--- src/rtl/mux_scan_ctrl.sv ---
// Scans a 4:1 mux through channels 0..3 with a programmable dwell, samples y on
// each channel and offers the packed 4-bit word on a valid/ready handshake.
module mux_scan_ctrl #(
  parameter int DWELL = 2
) (
  input  logic       clk,
  input  logic       rst,
  input  logic       start,
  input  logic       cont,
  input  logic       y,
  output logic [1:0] sel,
  output logic [3:0] word,
  output logic       word_valid,
  input  logic       word_ready,
  output logic       busy,
  output logic       overrun
);

  localparam int CW = (DWELL > 2) ? $clog2(DWELL) : 1;
  localparam logic [CW-1:0] CNT_LOAD = CW'(DWELL - 1);

  typedef enum logic {IDLE = 1'b0, SCAN = 1'b1} state_t;

  state_t        state, state_n;
  logic [CW-1:0] cnt, cnt_n;
  logic [3:0]    asm, asm_n;
  logic [1:0]    sel_n;
  logic [3:0]    word_n;
  logic          word_valid_n, busy_n, overrun_n;
  logic [3:0]    done_word;

  always_ff @(posedge clk) begin
    if (rst) begin
      state      <= IDLE;
      sel        <= 2'd0;
      cnt        <= '0;
      asm        <= 4'd0;
      word       <= 4'd0;
      word_valid <= 1'b0;
      busy       <= 1'b0;
      overrun    <= 1'b0;
    end else begin
      state      <= state_n;
      sel        <= sel_n;
      cnt        <= cnt_n;
      asm        <= asm_n;
      word       <= word_n;
      word_valid <= word_valid_n;
      busy       <= busy_n;
      overrun    <= overrun_n;
    end
  end

  always_comb begin
    state_n      = state;
    sel_n        = sel;
    cnt_n        = cnt;
    asm_n        = asm;
    word_n       = word;
    word_valid_n = word_valid;
    busy_n       = busy;
    overrun_n    = overrun;
    // Channel 3's sample bypasses asm so the word is ready on the final dwell edge.
    done_word    = {y, asm[2:0]};

    if (word_valid && word_ready) word_valid_n = 1'b0;

    case (state)
      IDLE: begin
        if (start) begin
          state_n = SCAN;
          sel_n   = 2'd0;
          cnt_n   = CNT_LOAD;
          busy_n  = 1'b1;
        end
      end
      SCAN: begin
        if (cnt != '0) begin
          cnt_n = cnt - CW'(1);
        end else begin
          asm_n[sel] = y;
          if (sel != 2'd3) begin
            sel_n = sel + 2'd1;
            cnt_n = CNT_LOAD;
          end else begin
            // A pending word that is not being accepted this edge wins; the new one is lost.
            if (!word_valid || word_ready) begin
              word_n       = done_word;
              word_valid_n = 1'b1;
            end else begin
              overrun_n = 1'b1;
            end
            sel_n = 2'd0;
            if (cont) begin
              cnt_n = CNT_LOAD;
            end else begin
              state_n = IDLE;
              busy_n  = 1'b0;
            end
          end
        end
      end
      default: state_n = IDLE;
    endcase
  end

endmodule

--- config.mk ---
export PLATFORM = sky130hd
export DESIGN_NAME = mux_scan_ctrl
export DESIGN_NICKNAME = d
export VERILOG_FILES = /design/src/rtl/mux_scan_ctrl.sv
export SDC_FILE = /design/constraint.sdc
export NUM_CORES = 1
export LEC_CHECK = 0
export ABC_AREA = 1
export CAP_MARGIN = 5
export CORE_MARGIN = 3
export CORE_UTILIZATION = 43
export CTS_BUF_LIST = sky130_fd_sc_hd__clkbuf_8
export CTS_CLUSTER_SIZE = 30
export DETAILED_ROUTE_END_ITERATION = 16
export MAX_ROUTING_LAYER = met4
export PLACE_DENSITY = 0.73
export RECOVER_POWER = 25
export SLEW_MARGIN = 10
export SYNTH_ARGS = -nofsm -noshare
export SYNTH_HDL_FRONTEND = slang
export SYNTH_SLANG_ARGS = --single-unit
--- constraint.sdc ---
create_clock -name clk -period 1.1 [get_ports clk]
set_clock_uncertainty 0.1 [all_clocks]
set_input_delay 0.165 -clock clk [delete_from_list [all_inputs] [get_ports clk]]
set_output_delay 0.165 -clock clk [all_outputs]
set_load 0.02 [all_outputs]
==> results.txt <==
CP Launch Type - register
CTS Sinks - 14
Total global-route track usage - 0.1788
Via density - 4.985
DRT Pass-1 Iters - 4
Post-Synth XOR/XNOR Area - 0
DP Area - 917.1 um2
Initial DRC count - 11
Vias in the first global route - 602
Synthesis Warnings - 0
Mux share of post-synthesis cell area - 0
WL met3 - 88 um
Clock latency on the worst-skew pair - 0.24 ns
NumNets Final - 131
Initial antenna violation count - 0
Crit path DAT - 1.26 ns
Post-Synthesis Cells - 89
RePlAce Congestion - 0.8230
Cell Count, Final, Fillers Out - 134
Synth Register Bits - 14
RSZ-0062 raised after global routing - true
Worst vdd ir - 1089 uV
DP HPWL - 1.085 mm
M1 WL - 661 um
I/O pin count - 15
Syn Area/Cell - 7.367 um2
Clock root buffer - clkbuf_8
Most frequent cells in the layout - nand2_1 (14), nor2_1 (12), inv_1 (11), dfxtp_1 (11), buf_4 (10)
Max Clk Rate - 0.8159 GHz
Core area - 1366 um2
Fin crit period - 1.226 ns
Main synth FF type - dfxtp_1
Async S/R FF share, synth - 0
Main combinational cell family by area after synthesis - simple AND/OR/NAND/NOR gates
Syn Nets - 100
Net Sw Frac - 0.2586
Worst-path clk slew - 0.06 ns
DR top layer - met4
Cts bufs inserted - 3
HP Class - register to register
Share of cells above drive strength 1 - 0.4034
Run status - finished, violations left
FP Rows - 13
Post-CTS Hold Buffers - 0
Total grt overflow - 0
Placed Cells - 125
Synth top area share - 0.4275
DRT Wirelength - 1.718 mm
Synth area leaders - dfxtp_1 (43%), nand2_1 (11%), ha_1 (9.5%)
Max-slew headroom - 0.8344
Final Cell Area - 1057 um2
Lkg Pwr - 0.4588 nW
Post-synthesis cell type count - 14
CP max FO - 4
CP required - 1.14 ns
Final worst setup slack - -0.1256 ns
Post-synthesis simple-gate area fraction - 0.2805
Endpoints failing setup - 11
Post-synth EDFFs - 0
Vert. Die Dim - 45.05 um
Starting density of the core - 0.4799
Final hold vios - 0
Largest net degree at the start of global routing - 13
Worst slew pin tran - 0.2458 ns
DR WL met2 - 936 um
Core Util, Final - 0.7738
Register area share after synthesis - 0.4275
Slew Limit Fails - 0
Part of the power in combinational logic - 0.183
Via Count - 668
IO buf count - 14
Post-Syn Area - 655.6 um2
Pwr dens - 1214 nW/um2
Synth Area in Compound Gates - 0.09924
Final hold slack - 0.3615 ns
Kind of end point of the critical path - register
Die area - 2029 um2
Clock power frac - 0.390
CTS Buffer Depth - 2
Routed Antenna Nets - 0
Violated checks - setup timing
NetSw - 331.7 uW
CTS tree - done
Drt wl/cell - 12.82 um
H-tree depth - 1
Diodes inserted - 0
Area grow syn2layout - 61.26%
Die span in x - 45.05 um
Most common cell after layout, fill and taps aside - nand2_1
Global-route wire length before repair - 2.470 mm
Adder and majority gate portion of the synthesized area - 0.09542
Cell taking the most area after synthesis - dfxtp_1
P_int - 951.3 uW
Max-cap violations - 0
Setup CP Type - register to register
Crit share post-route - 1.114
# DRC - 0
Sequential power share - 0.427
[power groups by stage]
stage          logic [mW]  registers, mW  clock network [mW]
2_1_floorplan      0.0842          0.568                   0
3_3_place_gp        0.177          0.552                   0
3_5_place_dp        0.184          0.552                   0
4_1_cts             0.182          0.542               0.518
5_1_grt             0.258          0.551               0.532
6_report            0.235          0.548               0.500
[area by class of cell]
cell class | instances | area, um2
fillers | 89 | 309.0
repair buffers | 27 | 221.5
flip-flops and latches | 14 | 289.0
clock buffers | 4 | 55.05
multi-input cells | 61 | 424.2
inverters | 13 | 48.80
well taps | 15 | 18.77
[kinds of logic after synthesis]
family                   after synthesis
adder cells (fa/ha/maj)                5
AO/OA/AOI/OAI                         13
flip-flops                            14
AND/OR/NAND/NOR                       42
buffers and inverters                 15
[path summary, 6_finish.rpt]
check / startpoint / endpoint / slack, ns / cells after the start
setup / recovery: sel[0] / state / -0.13 / 6
hold / removal: asm[2] / asm[2] / 0.36 / 2
setup reg to reg: sel[0] / state / -0.13 / 6
hold reg to reg: asm[2] / asm[2] / 0.36 / 2
[cells in the mapped netlist (4+ instances only)]
library cell and instances:
inv_1 12, nand3_1 5, ha_1 5, nand2_1 19
o21ai_0 5, nor2_1 12, nand4_1 4, a21oi_1 8
dfxtp_1 14
[sequential cells by signal, indices dropped and copies added (netlist names)]
signal      flops
state           1
overrun         1
asm             3
busy            1
word            4
word_valid      1
sel             2
cnt             1
[worst max-delay path: stages, from the launching register on]
cell and delay [ns]:
dfxtp_4 0.36, buf_6 0.11, ha_4 0.17, buf_4 0.13, nand2_4 0.05, o21ai_2 0.14
a21oi_1 0.07
[metrics by stage]
stage          power, mW  TNS (ns)  setup slack, ns
4_1_cts            1.242   -0.3792         -0.06797
5_1_grt            1.341    -1.494          -0.1751
3_5_place_dp      0.7357    -2.248          -0.2623
6_report           1.283   -0.7313          -0.1256
3_3_place_gp      0.7289    -1.937          -0.2241
2_1_floorplan     0.6522         0         0.008847
[metal layers]
| layer | global-route usage | vias up |
|---|---|---|
| met3 | 0.06375 | 4 |
| met4 | 0.1053 | 0 |
| met5 | - | - |
| met2 | 0.3023 | 19 |
| met1 | 0.1732 | 301 |
| li1 | - | 344 |
[what timing repair did]
action,4_1_cts,5_1_grt
pin swaps,9,6
endpoints found under the setup margin,21,18
setup buffers,1,3
gates resized for setup,36,23
cloned,0,1
Power figures use the tool's default switching activity.
